**src/rtl/windowed_peak_detector_pkg.sv**
```systemverilog
// ising_config: shared types and constants for the ADC-path blocks.
//   peak_mode_t  - peak selection mode (absolute magnitude / signed maximum)
//   pk_state_t   - window FSM states of windowed_peak_detector
//   PEAK_LATENCY - register stages from the accepted last beat to peak_valid
package ising_config;

  typedef enum logic {PK_MODE_ABS, PK_MODE_SIGNED} peak_mode_t;

  typedef enum logic {PK_IDLE, PK_ACC} pk_state_t;

  localparam int PEAK_LATENCY = 3;

endpackage

```
**src/rtl/windowed_peak_detector_lane_reduce.sv**
```systemverilog
// peak_lane_reduce: stage-2 compare tree over LANES keys, registered output.
//   clk    in   clock (posedge)
//   i_key  in   LANES packed unsigned compare keys
//   i_raw  in   LANES packed raw signed samples, same lane order
//   o_key  out  best key (registered)
//   o_raw  out  raw sample of the best lane (registered)
//   o_lane out  index of the best lane; ties resolve to the lower lane
module peak_lane_reduce #(
  parameter int SAMPLE_W = 16,
  parameter int LANES    = 8,
  localparam int LANE_W  = $clog2(LANES)
) (
  input  logic                      clk,
  input  logic [LANES*SAMPLE_W-1:0] i_key,
  input  logic [LANES*SAMPLE_W-1:0] i_raw,
  output logic [SAMPLE_W-1:0]       o_key,
  output logic [SAMPLE_W-1:0]       o_raw,
  output logic [LANE_W-1:0]         o_lane
);

  // level 0 holds the inputs; level LANE_W slot 0 holds the winner
  logic [SAMPLE_W-1:0] w_key  [LANE_W+1][LANES];
  logic [SAMPLE_W-1:0] w_raw  [LANE_W+1][LANES];
  logic [LANE_W-1:0]   w_lane [LANE_W+1][LANES];

  always_comb begin
    for (int unsigned l = 0; l <= LANE_W; l++) begin
      for (int unsigned i = 0; i < LANES; i++) begin
        w_key[l][i]  = '0;
        w_raw[l][i]  = '0;
        w_lane[l][i] = '0;
      end
    end
    for (int unsigned i = 0; i < LANES; i++) begin
      w_key[0][i]  = i_key[i*SAMPLE_W +: SAMPLE_W];
      w_raw[0][i]  = i_raw[i*SAMPLE_W +: SAMPLE_W];
      w_lane[0][i] = LANE_W'(i);
    end
    // even slot always carries the lower lane range, so only a strictly
    // greater odd slot may win
    for (int unsigned l = 0; l < LANE_W; l++) begin
      for (int unsigned i = 0; i < (LANES >> (l + 1)); i++) begin
        if (w_key[l][2*i+1] > w_key[l][2*i]) begin
          w_key[l+1][i]  = w_key[l][2*i+1];
          w_raw[l+1][i]  = w_raw[l][2*i+1];
          w_lane[l+1][i] = w_lane[l][2*i+1];
        end else begin
          w_key[l+1][i]  = w_key[l][2*i];
          w_raw[l+1][i]  = w_raw[l][2*i];
          w_lane[l+1][i] = w_lane[l][2*i];
        end
      end
    end
  end

  always_ff @(posedge clk) begin
    o_key  <= w_key[LANE_W][0];
    o_raw  <= w_raw[LANE_W][0];
    o_lane <= w_lane[LANE_W][0];
  end

endmodule

```
**src/rtl/windowed_peak_detector.sv**
```systemverilog
// windowed_peak_detector: finds the peak sample over a run-time window of
// 1..MAX_WIN multi-lane ADC beats, by magnitude or by signed value.
//   clk, rst        clock, synchronous active-high reset
//   s_tdata         LANES signed samples per beat; s_tvalid marks a beat
//   run             beats are accepted only while high; drop aborts a window
//   cfg_window_len  window length (0 -> 1, > MAX_WIN -> MAX_WIN)
//   cfg_mode        0 = max |x|, 1 = max signed x (latched per window)
//   peak_out/beat/lane  raw peak sample and its position, held between pulses
//   peak_valid      one-cycle pulse per completed window
//   busy            window open or tagged beats still in the pipeline
module windowed_peak_detector
  import ising_config::*;
#(
  parameter int SAMPLE_W = 16,
  parameter int LANES    = 8,
  parameter int MAX_WIN  = 64,
  localparam int BEAT_W  = $clog2(MAX_WIN),
  localparam int LANE_W  = $clog2(LANES)
) (
  input  logic                      clk,
  input  logic                      rst,
  input  logic [LANES*SAMPLE_W-1:0] s_tdata,
  input  logic                      s_tvalid,
  input  logic                      run,
  input  logic [BEAT_W:0]           cfg_window_len,
  input  logic                      cfg_mode,
  output logic [SAMPLE_W-1:0]       peak_out,
  output logic [BEAT_W-1:0]         peak_beat,
  output logic [LANE_W-1:0]         peak_lane,
  output logic                      peak_valid,
  output logic                      busy
);

  pk_state_t   r_state, w_state_nxt;
  logic [BEAT_W-1:0] r_cnt;
  logic [BEAT_W:0]   r_len, w_len_clamped;
  peak_mode_t  r_mode, w_mode;
  logic        r_cur_id, w_tag_id;
  logic        w_take, w_first, w_last, w_start, w_abort;
  logic [BEAT_W-1:0] w_beat_idx;

  always_comb begin
    if (cfg_window_len == '0)
      w_len_clamped = (BEAT_W+1)'(1);
    else if (cfg_window_len > (BEAT_W+1)'(MAX_WIN))
      w_len_clamped = (BEAT_W+1)'(MAX_WIN);
    else
      w_len_clamped = cfg_window_len;
  end

  always_ff @(posedge clk) begin
    if (rst) r_state <= PK_IDLE;
    else     r_state <= w_state_nxt;
  end

  always_comb begin
    w_state_nxt = r_state;
    w_take      = 1'b0;
    w_first     = 1'b0;
    w_last      = 1'b0;
    w_start     = 1'b0;
    w_abort     = 1'b0;
    w_beat_idx  = '0;
    unique case (r_state)
      PK_IDLE: begin
        if (s_tvalid && run) begin
          w_take  = 1'b1;
          w_first = 1'b1;
          w_start = 1'b1;
          if (w_len_clamped == (BEAT_W+1)'(1)) w_last = 1'b1;
          else                                 w_state_nxt = PK_ACC;
        end
      end
      PK_ACC: begin
        if (!run) begin
          w_abort     = 1'b1;
          w_state_nxt = PK_IDLE;
        end else if (s_tvalid) begin
          w_take     = 1'b1;
          w_beat_idx = r_cnt;
          if ({1'b0, r_cnt} == r_len - (BEAT_W+1)'(1)) begin
            w_last      = 1'b1;
            w_state_nxt = PK_IDLE;
          end
        end
      end
      default: w_state_nxt = PK_IDLE;
    endcase
  end

  // One-bit window id: at most the open window and its finished predecessor
  // share the pipeline, so an abort discards exactly the entries whose id
  // matches the open window (a finished result in stage 3 is never dropped).
  assign w_tag_id = w_start ? ~r_cur_id : r_cur_id;
  assign w_mode   = w_start ? peak_mode_t'(cfg_mode) : r_mode;

  always_ff @(posedge clk) begin
    if (rst) begin
      r_cnt    <= '0;
      r_len    <= '0;
      r_mode   <= PK_MODE_ABS;
      r_cur_id <= 1'b0;
    end else if (w_start) begin
      r_cnt    <= BEAT_W'(1);
      r_len    <= w_len_clamped;
      r_mode   <= peak_mode_t'(cfg_mode);
      r_cur_id <= ~r_cur_id;
    end else if (w_take) begin
      r_cnt <= r_cnt + BEAT_W'(1);
    end
  end

  // Stage 1: per-lane unsigned compare key
  logic [LANES*SAMPLE_W-1:0] w_key_flat;
  always_comb begin
    w_key_flat = '0;
    for (int unsigned i = 0; i < LANES; i++) begin
      if (w_mode == PK_MODE_SIGNED)
        w_key_flat[i*SAMPLE_W +: SAMPLE_W] =
          {~s_tdata[i*SAMPLE_W + SAMPLE_W - 1], s_tdata[i*SAMPLE_W +: SAMPLE_W-1]};
      else if (s_tdata[i*SAMPLE_W + SAMPLE_W - 1])
        w_key_flat[i*SAMPLE_W +: SAMPLE_W] = ~s_tdata[i*SAMPLE_W +: SAMPLE_W] + SAMPLE_W'(1);
      else
        w_key_flat[i*SAMPLE_W +: SAMPLE_W] = s_tdata[i*SAMPLE_W +: SAMPLE_W];
    end
  end

  logic                      r_s1_vld, r_s1_first, r_s1_last, r_s1_id;
  logic [BEAT_W-1:0]         r_s1_beat;
  logic [LANES*SAMPLE_W-1:0] r_s1_key, r_s1_raw;

  always_ff @(posedge clk) begin
    if (rst) begin
      r_s1_vld   <= 1'b0;
      r_s1_first <= 1'b0;
      r_s1_last  <= 1'b0;
      r_s1_id    <= 1'b0;
      r_s1_beat  <= '0;
      r_s1_key   <= '0;
      r_s1_raw   <= '0;
    end else begin
      r_s1_vld <= w_take;
      if (w_take) begin
        r_s1_first <= w_first;
        r_s1_last  <= w_last;
        r_s1_id    <= w_tag_id;
        r_s1_beat  <= w_beat_idx;
        r_s1_key   <= w_key_flat;
        r_s1_raw   <= s_tdata;
      end
    end
  end

  // Stage 2: lane reduction (data in sub-module, tags alongside here)
  logic [SAMPLE_W-1:0] w_s2_key, w_s2_raw;
  logic [LANE_W-1:0]   w_s2_lane;

  peak_lane_reduce #(
    .SAMPLE_W (SAMPLE_W),
    .LANES    (LANES)
  ) u_reduce (
    .clk    (clk),
    .i_key  (r_s1_key),
    .i_raw  (r_s1_raw),
    .o_key  (w_s2_key),
    .o_raw  (w_s2_raw),
    .o_lane (w_s2_lane)
  );

  logic              r_s2_vld, r_s2_first, r_s2_last, r_s2_id;
  logic [BEAT_W-1:0] r_s2_beat;

  always_ff @(posedge clk) begin
    if (rst) begin
      r_s2_vld   <= 1'b0;
      r_s2_first <= 1'b0;
      r_s2_last  <= 1'b0;
      r_s2_id    <= 1'b0;
      r_s2_beat  <= '0;
    end else begin
      r_s2_vld   <= r_s1_vld && !(w_abort && (r_s1_id == r_cur_id));
      r_s2_first <= r_s1_first;
      r_s2_last  <= r_s1_last;
      r_s2_id    <= r_s1_id;
      r_s2_beat  <= r_s1_beat;
    end
  end

  // Stage 3: window accumulator
  logic                r_acc_vld, r_acc_done, r_acc_id;
  logic [SAMPLE_W-1:0] r_acc_key, r_acc_raw;
  logic [BEAT_W-1:0]   r_acc_beat;
  logic [LANE_W-1:0]   r_acc_lane;
  logic                w_kill_s2, w_kill_acc;

  assign w_kill_s2  = w_abort && (r_s2_id == r_cur_id);
  assign w_kill_acc = w_abort && r_acc_vld && !r_acc_done && (r_acc_id == r_cur_id);

  always_ff @(posedge clk) begin
    if (rst) begin
      r_acc_vld  <= 1'b0;
      r_acc_done <= 1'b0;
      r_acc_id   <= 1'b0;
      r_acc_key  <= '0;
      r_acc_raw  <= '0;
      r_acc_beat <= '0;
      r_acc_lane <= '0;
    end else if (r_s2_vld && !w_kill_s2) begin
      r_acc_vld  <= 1'b1;
      r_acc_done <= r_s2_last;
      r_acc_id   <= r_s2_id;
      if (r_s2_first || (w_s2_key > r_acc_key)) begin
        r_acc_key  <= w_s2_key;
        r_acc_raw  <= w_s2_raw;
        r_acc_beat <= r_s2_beat;
        r_acc_lane <= w_s2_lane;
      end
    end else if (r_acc_done || w_kill_acc) begin
      r_acc_vld  <= 1'b0;
      r_acc_done <= 1'b0;
    end
  end

  always_ff @(posedge clk) begin
    if (rst) begin
      peak_valid <= 1'b0;
      peak_out   <= '0;
      peak_beat  <= '0;
      peak_lane  <= '0;
    end else begin
      peak_valid <= r_acc_vld && r_acc_done;
      if (r_acc_vld && r_acc_done) begin
        peak_out  <= r_acc_raw;
        peak_beat <= r_acc_beat;
        peak_lane <= r_acc_lane;
      end
    end
  end

  assign busy = (r_state == PK_ACC) || r_s1_vld || r_s2_vld || r_acc_vld;

endmodule

```
**config.mk**
```make
export PLATFORM = sky130hd
export DESIGN_NAME = windowed_peak_detector
export DESIGN_NICKNAME = d
export VERILOG_FILES = /design/src/rtl/windowed_peak_detector_pkg.sv /design/src/rtl/windowed_peak_detector_lane_reduce.sv /design/src/rtl/windowed_peak_detector.sv
export SDC_FILE = /design/constraint.sdc
export NUM_CORES = 1
export LEC_CHECK = 0
export ABC_AREA = 1
export CAP_MARGIN = 0
export CELL_PAD_IN_SITES_DETAIL_PLACEMENT = 0
export CELL_PAD_IN_SITES_GLOBAL_PLACEMENT = 2
export CORE_MARGIN = 5
export CORE_UTILIZATION = 31
export CTS_BUF_LIST = sky130_fd_sc_hd__clkbuf_8
export CTS_CLUSTER_SIZE = 14
export DETAILED_ROUTE_END_ITERATION = 7
export PLACE_DENSITY_LB_ADDON = 0.1
export SLEW_MARGIN = 20
export SYNTH_ARGS = -nofsm -noshare
export SYNTH_HDL_FRONTEND = slang
export SYNTH_SLANG_ARGS = --single-unit
```
**constraint.sdc**
```tcl
create_clock -name clk -period 4.5 [get_ports clk]
set_clock_uncertainty 0.05 [all_clocks]
set_input_delay 0.9 -clock clk [delete_from_list [all_inputs] [get_ports clk]]
set_output_delay 0.9 -clock clk [all_outputs]
set_load 0.01 [all_outputs]
```
==> summary.json <==
{
  "drt_pre_antenna_iters": 5,
  "dp.final_hpwl_mm": 66.59,
  "post_synth.cell_area_avg_um2": 6.972,
  "timing.critical_path.to_type": "register",
  "wl_mm": 90.71,
  "timing.hold.worst_path_depth": 2,
  "synth-main-ff-cell": "sky130_fd_sc_hd__dfxtp_1",
  "antenna_found_initial": 2,
  "place_congestion": 0.9357,
  "synth-edff-count": 0,
  "globalRouteTotalUtil_pct": 23.47,
  "failed_checks": "negative setup slack",
  "area_growth_pct": 47.41,
  "drcViolationCount": 0,
  "final_nets": 3931,
  "irDropWorstVdd_mv": 0.9223,
  "cts_htree_levels": 3,
  "timing.hold.worst.class": "reg2reg",
  "clock_latency_ns": 0.71,
  "drv.max_cap_violation_count": 0,
  "slew_headroom_pct": 37.38,
  "clockBufferDepth": 3,
  "timing.final.setup_violations": 34,
  "ys_top_cells_by_area": "sky130_fd_sc_hd__dfxtp_1 36%, sky130_fd_sc_hd__nand2_1 8.8%, sky130_fd_sc_hd__ha_1 7.9%",
  "tritoncts": "done",
  "fin_setup_tns_ns": -12.82,
  "fin_crit_sh_pct": 109.3,
  "worstPathArrival_ns": 5.43,
  "route.detailed.vias_per_inst": 4.949,
  "io-pin-count": 167,
  "global_route.overflow_total": 0,
  "rsz_0062_raised_after_global_routing": "true",
  "ant_nets": 0,
  "critical_path_cell_count": 31,
  "ctsHoldBuffers": 0,
  "worstPathMaxFanout": 6,
  "post_route_cells_drive_above_1_share_pct": 26.47,
  "fp.dieW_um": 274.2,
  "most_frequent_cell_after_synthesis": "sky130_fd_sc_hd__nand2_1",
  "post_syn_area_mm2": 0.02163,
  "wire_length_of_the_first_global_routing_pass_mm": 136.1,
  "grt_pass1_vias": 22653,
  "placement_rows": 96,
  "floorplan.die_area_mm2": 0.07517,
  "synth_largest_area_cell": "sky130_fd_sc_hd__dfxtp_1",
  "cp_top_family": "simple AND/OR/NAND/NOR gates",
  "cp_slowest_cell": "sky130_fd_sc_hd__a2111oi_4",
  "powerDensity_mw_per_mm2": 671.7,
  "min_period_ns": 4.917,
  "tightest_slew_ns": 0.9393,
  "place.port_buffers": 166,
  "final_hold_viol_count": 0,
  "initial_utilization_pct": 31.38,
  "worst_r2r_path_depth": 31,
  "timing.critical_path.buf_inv": 8,
  "max_freq_mhz": 203.4,
  "clkTransAtPathRegs_ns": 0.06,
  "ff2ff_setup_slack_ns": -0.42,
  "num-fill-cells": 7056,
  "syn-num-nets": 3379,
  "synth_seq_cells": 387,
  "yosys.area.top_type_share_pct": 35.81,
  "slowest_delay_ns": 0.41,
  "detailroute.via_count": 22982,
  "cts_sinks": 387,
  "grt_max_degree": 133,
  "timing.critical_path.from_type": "register",
  "routed_wire_length_per_instance_um": 19.53,
  "status": "finished with violations",
  "core_mm2": 0.06895,
  "dpl_worst_slack_ns": -1.245,
  "numCtsBuffers": 78,
  "die_y_um": 274.2,
  "postSynth.asyncResetShare_pct": 0,
  "cp_data_required_time_ns": 5.01,
  "clock_tree.root_cell": "sky130_fd_sc_hd__clkbuf_8",
  "syn-instance-count": 3103,
  "total_leakage_power_uw": 0.01430,
  "maxSlewViolCount": 0,
  "drtIter0Drc": 1340,
  "share_of_the_yosys_chip_area_belonging_to_registers_pct": 35.81,
  "ys_top_cells_by_count": "506 x sky130_fd_sc_hd__nand2_1, 404 x sky130_fd_sc_hd__nor2_1, 387 x sky130_fd_sc_hd__dfxtp_1",
  "synth_cell_types": 56,
  "yosys_warnings": 0,
  "post-route-worst-setup-slack_ns": -0.4174,
  "worst-setup-path-type": "reg2reg"
}
report_power, final:
part           total, uW  switching, uW  internal (uW)
combinational      13400           6960           6450
clock               3930           1700           2230
sequential          4080            247           3830
per-layer routing:
layer	vias up	track usage [%]	share of wire (%)	wire [um]
met5	-	0	0	0
met2	472	38.13	46	41710
met4	0	6.837	2.6	2360
li1	11450	-	-	-
met3	134	3.824	4.6	4137
met1	10926	32.19	47	42510
placed cells by master (no fill, tap or decap), types with 16 or more instances in the layout:
| cell | netlist | layout |
|---|---|---|
| sky130_fd_sc_hd__nor2_1 | 404 | 395 |
| sky130_fd_sc_hd__nand2_1 | 506 | 425 |
| sky130_fd_sc_hd__o21ai_1 | 13 | 26 |
| sky130_fd_sc_hd__a21oi_1 | 144 | 128 |
| sky130_fd_sc_hd__o21ai_0 | 316 | 262 |
| sky130_fd_sc_hd__buf_6 | 7 | 19 |
| sky130_fd_sc_hd__inv_2 | 7 | 32 |
| sky130_fd_sc_hd__mux2i_1 | 60 | 60 |
| sky130_fd_sc_hd__ha_1 | 136 | 85 |
| sky130_fd_sc_hd__ha_4 | 0 | 50 |
| sky130_fd_sc_hd__nand3_2 | 0 | 50 |
| sky130_fd_sc_hd__o21ai_4 | 0 | 21 |
| sky130_fd_sc_hd__clkdlybuf4s50_1 | 0 | 165 |
| sky130_fd_sc_hd__nand2_2 | 2 | 49 |
| sky130_fd_sc_hd__nand3_1 | 268 | 202 |
| sky130_fd_sc_hd__o211ai_1 | 62 | 62 |
| sky130_fd_sc_hd__inv_1 | 365 | 358 |
| sky130_fd_sc_hd__buf_12 | 0 | 28 |
| sky130_fd_sc_hd__or2_2 | 21 | 21 |
| sky130_fd_sc_hd__clkbuf_8 | 0 | 93 |
| sky130_fd_sc_hd__dfxtp_1 | 387 | 361 |
| sky130_fd_sc_hd__nand2_4 | 4 | 32 |
| sky130_fd_sc_hd__a31oi_1 | 17 | 16 |
| sky130_fd_sc_hd__nand3_4 | 0 | 16 |
| sky130_fd_sc_hd__o221ai_1 | 21 | 20 |
| sky130_fd_sc_hd__nor3_1 | 75 | 73 |
| sky130_fd_sc_hd__buf_4 | 7 | 395 |
| sky130_fd_sc_hd__dfxtp_2 | 0 | 26 |
| sky130_fd_sc_hd__o21ai_2 | 1 | 21 |
repair_timing:
| item | CTS | global route |
|---|---|---|
| endpoints found under the setup margin | 34 | 34 |
| resized for setup | 414 | 117 |
| pin swaps | 81 | 86 |
| cloned | 18 | 4 |
| buffers inserted | 63 | 17 |
| endpoints found under the hold margin | 0 | 0 |
worst paths after layout:
| kind | startpoint | endpoint |
|---|---|---|
| worst min-delay path | r_s1_beat[1] | r_s2_beat[1] |
| worst max register to register | r_s1_key[13] | u_reduce.o_raw[3] |
| worst max-delay path | r_s1_key[13] | u_reduce.o_raw[3] |
| worst min register to register | r_s1_beat[1] | r_s2_beat[1] |
cells by family (layout without fill, tap and decap cells):
logic type / after synthesis / after routing / synth area share, %
and+or+nand+nor: 1354 / 1358 / 27.07
AOI/OAI and AO/OA: 619 / 619 / 16.19
buffers and inverters: 535 / 1138 / 9.803
DFF: 387 / 387 / 35.81
adders and majority gates: 136 / 136 / 7.866
muxes: 60 / 60 / 2.776
xor gates and xnor gates: 12 / 12 / 0.4858
other: 0 / 3 / 0
registers in the layout (all words and copies together), names as in the netlist, 3 cells and up:
| signal | flops |
|---|---|
| peak_lane | 3 |
| r_acc_raw | 15 |
| r_len | 7 |
| r_cnt | 6 |
| r_s1_beat | 6 |
| r_s1_raw | 120 |
| peak_beat | 6 |
| r_acc_lane | 3 |
| u_reduce.o_key | 16 |
| peak_out | 16 |
| u_reduce.o_lane | 3 |
| r_acc_key | 16 |
| r_acc_beat | 6 |
| r_s1_key | 128 |
| u_reduce.o_raw | 15 |
| r_s2_beat | 6 |
layout make-up:
cell class                      instances  area (um2)  share of cell area [%]
Antenna cell                            3       7.507                 0.02354
Clock buffer                           93        1280                   4.014
Clock inverter                         42       379.1                   1.189
Inverter                              375        1425                   4.469
Multi-Input combinational cell       2185       13970                   43.79
Sequential cell                       387        7780                   24.40
Tap cell                              931        1165                   3.653
Timing Repair Buffer                  628        5887                   18.46
stage by stage:
stage	util (%)	area [um2]	hold slack (ns)	instances	total power, uW
final	46.25	31890	0.3655	4644	21420
after global routing	46.25	31880	0.3842	4642	22660
after CTS	45.25	31200	0.3659	4624	20170
after detailed placement	38.93	26840	0.3587	4417	12910
after global placement	38.93	26840	0.3565	4417	12870
after floorplan	-	21700	0.3491	3103	8596
worst min-delay path: cells and delay by family (launching register included):
family,cells,cell delay [ns]
flip-flops,1,0.29
AND/OR/NAND/NOR,1,0.04
buffers and inverters,1,0.04
No activity file was read; power rests on OpenSTA's default activity.
